## config.mk

```make
export PLATFORM = sky130hd
export DESIGN_NAME = hazard_scoreboard
export DESIGN_NICKNAME = d
export VERILOG_FILES = /design/src/rtl/hazard_scoreboard_pkg.sv /design/src/rtl/hazard_scoreboard_entry.sv /design/src/rtl/hazard_scoreboard.sv
export SDC_FILE = /design/constraint.sdc
export NUM_CORES = 1
export LEC_CHECK = 0
export CAP_MARGIN = 20
export CORE_MARGIN = 5
export CORE_UTILIZATION = 55
export DETAILED_ROUTE_END_ITERATION = 8
export DONT_BUFFER_PORTS = 1
export PLACE_DENSITY = 0.7
export SLEW_MARGIN = 30
export SYNTH_ARGS = -nofsm -noshare
export SYNTH_HDL_FRONTEND = slang
export SYNTH_HIERARCHICAL = 1
export SYNTH_SLANG_ARGS = --single-unit
```

## constraint.sdc

```tcl
create_clock -name clk -period 9.9 [get_ports clk]
set_input_delay 1.485 -clock clk [delete_from_list [all_inputs] [get_ports clk]]
set_output_delay 1.485 -clock clk [all_outputs]
set_load 0.02 [all_outputs]
```

## src/rtl/hazard_scoreboard_pkg.sv

```systemverilog
// Shared definitions for the decode-stage hazard scoreboard: register address
// width, instruction latency classes and default result latencies.
package hazard_scoreboard_pkg;

    localparam int SB_REG_ADDR  = 5;
    localparam int DEF_LOAD_LAT = 1;
    localparam int DEF_MUL_LAT  = 4;

    typedef enum logic [1:0] {
        CLS_ALU  = 2'd0,
        CLS_LOAD = 2'd1,
        CLS_MUL  = 2'd2,
        CLS_RSVD = 2'd3
    } instr_class_e;

endpackage

```

## src/rtl/hazard_scoreboard_entry.sv

```systemverilog
// One scoreboard entry: countdown of cycles until a pending register result
// becomes forwardable, with freeze, decrement and max-merge on a new writer.
module sb_entry #(
    parameter int LAT_W = 3
) (
    input  logic             clk,
    input  logic             reset,
    input  logic             freeze,
    input  logic             load_en,
    input  logic [LAT_W-1:0] load_val,
    output logic [LAT_W-1:0] count
);

    logic [LAT_W-1:0] dec_val;
    logic [LAT_W-1:0] next_val;

    assign dec_val = (count != '0) ? count - 1'b1 : '0;

    // A new writer only lengthens the wait: the later-completing result wins WAW.
    assign next_val = (load_en && load_val > dec_val) ? load_val : dec_val;

    always_ff @(posedge clk) begin
        if (reset) begin
            count <= '0;
        end else if (!freeze) begin
            count <= next_val;
        end
    end

endmodule

```

## src/rtl/hazard_scoreboard.sv

```systemverilog
// Decode-stage RAW hazard scoreboard: per-register countdowns, stall generation
// with memory-busy freeze, late store-data tolerance and a stall-cycle counter.
module hazard_scoreboard
    import hazard_scoreboard_pkg::*;
#(
    parameter int REG_ADDR = SB_REG_ADDR,
    parameter int NUM_REGS = 32,
    parameter int LAT_W    = 3,
    parameter int LOAD_LAT = DEF_LOAD_LAT,
    parameter int MUL_LAT  = DEF_MUL_LAT,
    parameter int PERF_W   = 32
) (
    input  logic                clk,
    input  logic                reset,
    input  logic                id_valid,
    input  logic [REG_ADDR-1:0] id_reg_addr1,
    input  logic [REG_ADDR-1:0] id_reg_addr2,
    input  logic                id_uses_rs1,
    input  logic                id_uses_rs2,
    input  logic                id_store,
    input  logic                id_writes_reg,
    input  logic [REG_ADDR-1:0] id_dst_reg,
    input  logic [1:0]          id_class,
    input  logic                flush,
    input  logic                mem_busy,
    output logic                stall,
    output logic [NUM_REGS-1:0] busy_vec,
    output logic [PERF_W-1:0]   stall_cycles
);

    if (NUM_REGS != (1 << REG_ADDR)) begin : g_bad_num_regs
        $error("hazard_scoreboard: NUM_REGS must equal 2**REG_ADDR");
    end
    if (LOAD_LAT >= (1 << LAT_W)) begin : g_bad_load_lat
        $error("hazard_scoreboard: LOAD_LAT does not fit in LAT_W bits");
    end
    if (MUL_LAT >= (1 << LAT_W)) begin : g_bad_mul_lat
        $error("hazard_scoreboard: MUL_LAT does not fit in LAT_W bits");
    end

    function automatic logic [LAT_W-1:0] class_lat(input logic [1:0] cls);
        case (instr_class_e'(cls))
            CLS_LOAD: return LAT_W'(LOAD_LAT);
            CLS_MUL:  return LAT_W'(MUL_LAT);
            default:  return '0;
        endcase
    endfunction

    logic [LAT_W-1:0] cnt [NUM_REGS];
    logic [LAT_W-1:0] dst_lat;
    logic [LAT_W-1:0] rs2_thresh;
    logic             h1;
    logic             h2;
    logic             issue;
    logic             dst_write;

    // Store data is read in MEM, one cycle later, so a count of 1 is already safe.
    assign rs2_thresh = id_store ? LAT_W'(1) : '0;

    assign h1 = id_uses_rs1 && (id_reg_addr1 != '0) && (cnt[id_reg_addr1] != '0);
    assign h2 = id_uses_rs2 && (id_reg_addr2 != '0) && (cnt[id_reg_addr2] > rs2_thresh);

    assign stall     = mem_busy || (id_valid && !flush && (h1 || h2));
    assign issue     = id_valid && !flush && !stall;
    assign dst_write = issue && id_writes_reg;
    assign dst_lat   = class_lat(id_class);

    assign cnt[0]      = '0;
    assign busy_vec[0] = 1'b0;

    for (genvar r = 1; r < NUM_REGS; r++) begin : g_entry
        sb_entry #(
            .LAT_W (LAT_W)
        ) u_entry (
            .clk      (clk),
            .reset    (reset),
            .freeze   (mem_busy),
            .load_en  (dst_write && (id_dst_reg == REG_ADDR'(r))),
            .load_val (dst_lat),
            .count    (cnt[r])
        );
        assign busy_vec[r] = (cnt[r] != '0);
    end

    always_ff @(posedge clk) begin
        if (reset) begin
            stall_cycles <= '0;
        end else if (stall && !(&stall_cycles)) begin
            stall_cycles <= stall_cycles + 1'b1;
        end
    end

endmodule

```

[Word level (Yosys, flattened, before mapping)]
Index checks and enable logic that the tools add are counted.
Operators by class
  magnitude comparators: 34
  muxes and demuxes: 70
  shifts and indexed selects: 0
  multiply operators: 0
  divide/modulo/power cells: 0
  reductions and logical operators: 111
  $add $sub $neg: 32
  equal/unequal tests: 33
  bitwise gates (word level): 2
Operators by type and width (number)
  $mux W3: 66
  $reduce_bool A3 Y1: 32
  $gt A3 B3 Y1: 31
  $sub A3 B1 Y3 const B: 31
  $eq A5 B5 Y1 const B: 16
  $logic_and A1 B1 Y1: 71
  $eq A5 B4 Y1 const B: 8
  $add A32 B1 Y32 const B: 1
  $reduce_and A32 Y1: 1
  $bmux W3 S5: 2
  $eq A5 B3 Y1 const B: 4
  $ge A6 B6 Y1 const B: 2
  $not A5 Y6: 2
  $eq A5 B2 Y1 const B: 2
  $reduce_bool A5 Y1: 2
  $pmux W3 S2: 1
  $eq A5 B1 Y1 const B: 1
  $gt A3 B1 Y1: 1
  $logic_not A1 Y1: 3
  $eq A2 B1 Y1 const B: 1
  $eq A2 B2 Y1 const B: 1
  $logic_or A1 B1 Y1: 2
  $mux W1: 1
Word-level totals
  RAM bits: 0
  memories kept: 0
  bits in latches: 0
  output and inout bits: 65
  bits in registers: 125
  memory bits (read-only): 0

[Logic depth before layout (Yosys ltp)]
  word-level depth: 15
  gate-level depth with buffers: 19
  mapped depth without buffers: 16

[By module]
Netlist, hierarchy kept.
Modules (own cells, without submodules)
  sb_entry: sequential area each 60.1 sq um, times used 31, area each 267.8 sq um, cells an instance 28
  hazard_scoreboard: sequential area each 640.6 sq um, times used 1, area each 3139.3 sq um, cells an instance 434

[Worst setup path before layout]
No wires, ideal clock.
  kind: input -> output
  from: input port id_reg_addr2[0]
  to: output port stall
  setup slack: 3.913 ns
  arrival time: 4.502 ns
  path buffers: 3
  stages: 11
  cells stage by stage: buf_2 buf_1 clkbuf_1 mux4_2 mux4_2 a21oi_1 ha_1 a2111oi_0 a31oi_1 nand3_2 a21o_1
Between the ends
  cells in the longest elaborated chain, start to end: 9
  elaborated cells on any way between the ends: 11
  classes of those cells: 1 x order compare; 3 x mux; 1 x bitwise; 6 x reduce/logical
Ends and longest elaborated chain
  from (decl): line hazard_scoreboard.sv:17  | input logic [REG_ADDR-1:0] id_reg_addr2,
  $not A5 Y6 (implied by the code): line hazard_scoreboard.sv:61  | assign h2 = id_uses_rs2 && (id_reg_addr2 != '0) && (cnt[id_reg_addr2] > rs2_thresh);
  $bmux W3 S5: line hazard_scoreboard.sv:61
  $mux W3 (implied by the code) (2 in a row): line hazard_scoreboard.sv:61
  $gt A3 B1 Y1: line hazard_scoreboard.sv:61
  $logic_and A1 B1 Y1 (*): line hazard_scoreboard.sv:61
  $logic_or A1 B1 Y1 (*): line hazard_scoreboard.sv:63  | assign stall = mem_busy || (id_valid && !flush && (h1 || h2));
  $logic_and A1 B1 Y1 (*): line hazard_scoreboard.sv:63
  $logic_or A1 B1 Y1 (*): line hazard_scoreboard.sv:63
  to (decl): line hazard_scoreboard.sv:26  | output logic stall,
Every way passes the cells marked *; elsewhere a longest branch is shown, timed or not. The select of a mux whose other input is x is not followed.

[Worst setup path after layout]
Same ends and word-level chain as after synthesis.

==> reports/results.tsv <==
metric	value	unit
cts hold-fix bufs	0	
pwr dens	130	mW/mm2
final-report hold violation count	0	
Main synth FF type	dfxtp_1	
max cap viols	0	
Crit Path Max Fanout	29	
P_leak	4.68	nW
Ys Warns	6	
Initial Util	56.2	%
Pre-antenna DRT Iters	5	
setup bufs post-CTS	0	
Core Footprint	0.0204	mm2
dpl ws	4.54	ns
Clock Skew	0.0105	ns
CTS buffer count	17	
RSZ-0062 raised after global routing	no	
switching pwr	0.584	mW
FFs w/ async S/R, synth	0	%
Placer Congestion	0.911	
sequential share of power	35.0	%
final setup TNS	0	ns
Worst slew margin	41.3	%
Net Sw Frac	35.7	%
Tmin final	5.23	ns
CTS Buffer Depth	2	
grt ovf	0	
row count	52	
Tightest Hold Check Type	flop to flop	
Sinks on Clock Net	125	
Worst EP required	8.42	ns
Post-Syn Area per Cell	8.79	um2
Design Power	1.63	mW
IO Port Bufs	0	
width of the die	154	um
CP most frequent cell	mux4_2	
vias per inst	6.43	
mapped cell area	0.0114	mm2
Nets	1481	
kind of critical path	primary input to output port	
via count	10600	
CP Cell Sequence	mux4_2, mux4_2, a21oi_1, ha_1, a2111oi_0, a31oi_1, nand3_2, a21o_1	
cell family with the largest share of critical-path delay	multiplexers	
Buf+Inv Stages, Crit Path	0	
commonest non-fill, non-tap cell in the layout	inv_1	
final setup vio count	0	
EDFF count, synth	0	
H-tree depth	4	
fmax	191	MHz
Worst EP arrival	3.75	ns
Internal	1.05	mW
run status	complete, no violations	
Ports	91	
Worst path max stage delay	0.49	ns
clock network power share	38.7	%
M1 GR Usage	33.4	%
DRC viols	0	
P&R area growth vs syn	9.71	%
share of layout cells above drive strength 1	13.2	%
initial drt markers	791	
number of global-route vias before repair	9632	
final std cells w/o fill	1644	
Antenna Violating Nets Remaining	0	
WL/cell	18.6	um
clock root cell	clkbuf_16	
crit path launch type	primary input	
hold_ws	0.524	ns
final worst setup slack	4.67	ns
die area	0.0238	mm2
Post-Route WL	30.6	mm
Worst-path clk slew	0.07	ns
clk_lat worst skew	0.44	ns
Post-DP Area	0.0119	mm2
post-layout util	61.6	%
largest net degree at the start of global routing	160	
Slew Limit Fails	0	
CTS tree	built	
global-route wire length before repair	49.4	mm
chip height	154	um
worst slew pin tran	0.880	ns
met2 GRT Util	38.7	%
slowest cell on the critical path	mux4_2	
Final Cycle Share	52.8	%
routing usage on met3	6.73	%
Logic pwr share	26.3	%
highest-count cells in the layout ignoring fill and taps	inv_1, dfxtp_1, ha_1	
CTS resizes	0	
placed instance count	1611	
hpwl dp	21.9	mm
most crowded layer after global routing	met2	
Max IR drop VDD	99.4	uV
cells after synthesis	1302	
post-synthesis cell type count	69	
Total GRT Usage	25.1	%
CP endpoint kind	output port	
flops & latches, synth	125	
initial antenna violation count	1	
fin area	0.0126	mm2
sequential fraction of the synthesis area	21.9	%
## final timing paths
path | from | endpoint | slack (ns) | cells after the start
worst min-delay path | g_entry[6].u_entry/count[2] | g_entry[6].u_entry/count[2] | 0.52 | 2
worst min register to register | g_entry[6].u_entry/count[2] | g_entry[6].u_entry/count[2] | 0.52 | 2
worst max register to register | g_entry[28].u_entry/count[0] | stall_cycles[20] | 5.61 | 10
worst max-delay path | id_reg_addr2[0] | stall | 4.67 | 8
## cell type report
| class | count | area [um2] |
|---|---|---|
| inverters | 140 | 526 |
| flip-flops and latches | 125 | 2500 |
| multi-input cells | 1074 | 8550 |
| well taps | 270 | 338 |
| repair buffers | 2 | 35.0 |
| diodes | 1 | 2.50 |
| fillers | 1822 | 7810 |
| clock buffers | 17 | 425 |
| clock inverters | 15 | 175 |
## per-layer routing
metal,vias to the layer above,share of wire [%]
li1,5175,-
met1,4998,45
met2,338,45
met3,66,7.6
met4,0,3.1
met5,-,0
## cells by family after synthesis
family	synth area share, %
simple gates	24.9
compound gates	34.3
other cells	0.0328
flops	21.9
xor+xnor	0.919
mux	2.01
fa+ha+maj	10.4
buf+inv	5.58
## sequential cells by signal, summed over array words and instances, names as in the netlist
register	cells
g_entry.u_entry/count	93
stall_cycles	32
## power groups by stage
stage	Clock, mW	Combinational (mW)	Sequential [mW]
floorplan	0	0.369	0.568
global placement	0	0.415	0.581
detailed placement	0	0.425	0.581
CTS	0.644	0.428	0.570
global route	0.665	0.472	0.576
finish	0.632	0.431	0.571
## Yosys cell counts, types with 3 or more instances
| cell type | instances | area [um2] |
|---|---|---|
| buf_1 | 3 | 11.3 |
| o21ai_0 | 81 | 405 |
| buf_2 | 6 | 30.0 |
| a2111oi_1 | 31 | 310 |
| clkbuf_1 | 14 | 52.6 |
| nor3b_1 | 36 | 270 |
| nand3_1 | 52 | 260 |
| a2111oi_0 | 3 | 26.3 |
| and2_1 | 3 | 18.8 |
| inv_1 | 140 | 526 |
| o21ai_1 | 32 | 160 |
| nand2_1 | 25 | 93.8 |
| nor2_1 | 85 | 319 |
| mux2i_1 | 5 | 50.1 |
| a311oi_2 | 31 | 465 |
| xnor2_1 | 4 | 35.0 |
| and3_1 | 5 | 31.3 |
| xor2_1 | 8 | 70.1 |
| o31ai_1 | 10 | 75.1 |
| dfxtp_1 | 125 | 2500 |
| a311oi_1 | 5 | 43.8 |
| or2_1 | 3 | 18.8 |
| nor4_1 | 66 | 413 |
| o311a_1 | 4 | 40.0 |
| a21oi_1 | 92 | 460 |
| or3_1 | 68 | 425 |
| o211a_1 | 62 | 621 |
| mux4_2 | 7 | 158 |
| nor2b_1 | 6 | 37.5 |
| nand4_1 | 9 | 56.3 |
| or4_1 | 15 | 113 |
| nor3_1 | 23 | 115 |
| nor2b_4 | 31 | 427 |
| a2111oi_2 | 31 | 465 |
| nand2b_1 | 6 | 37.5 |
| o31ai_4 | 31 | 659 |
| a211oi_1 | 8 | 60.1 |
| ha_1 | 95 | 1190 |
## worst min-delay path, stage by stage, from the launching register on
cell	delay, ns
dfxtp_1	0.33
inv_1	0.09
a2111oi_2	0.06
(Power assumes the default switching activity.)
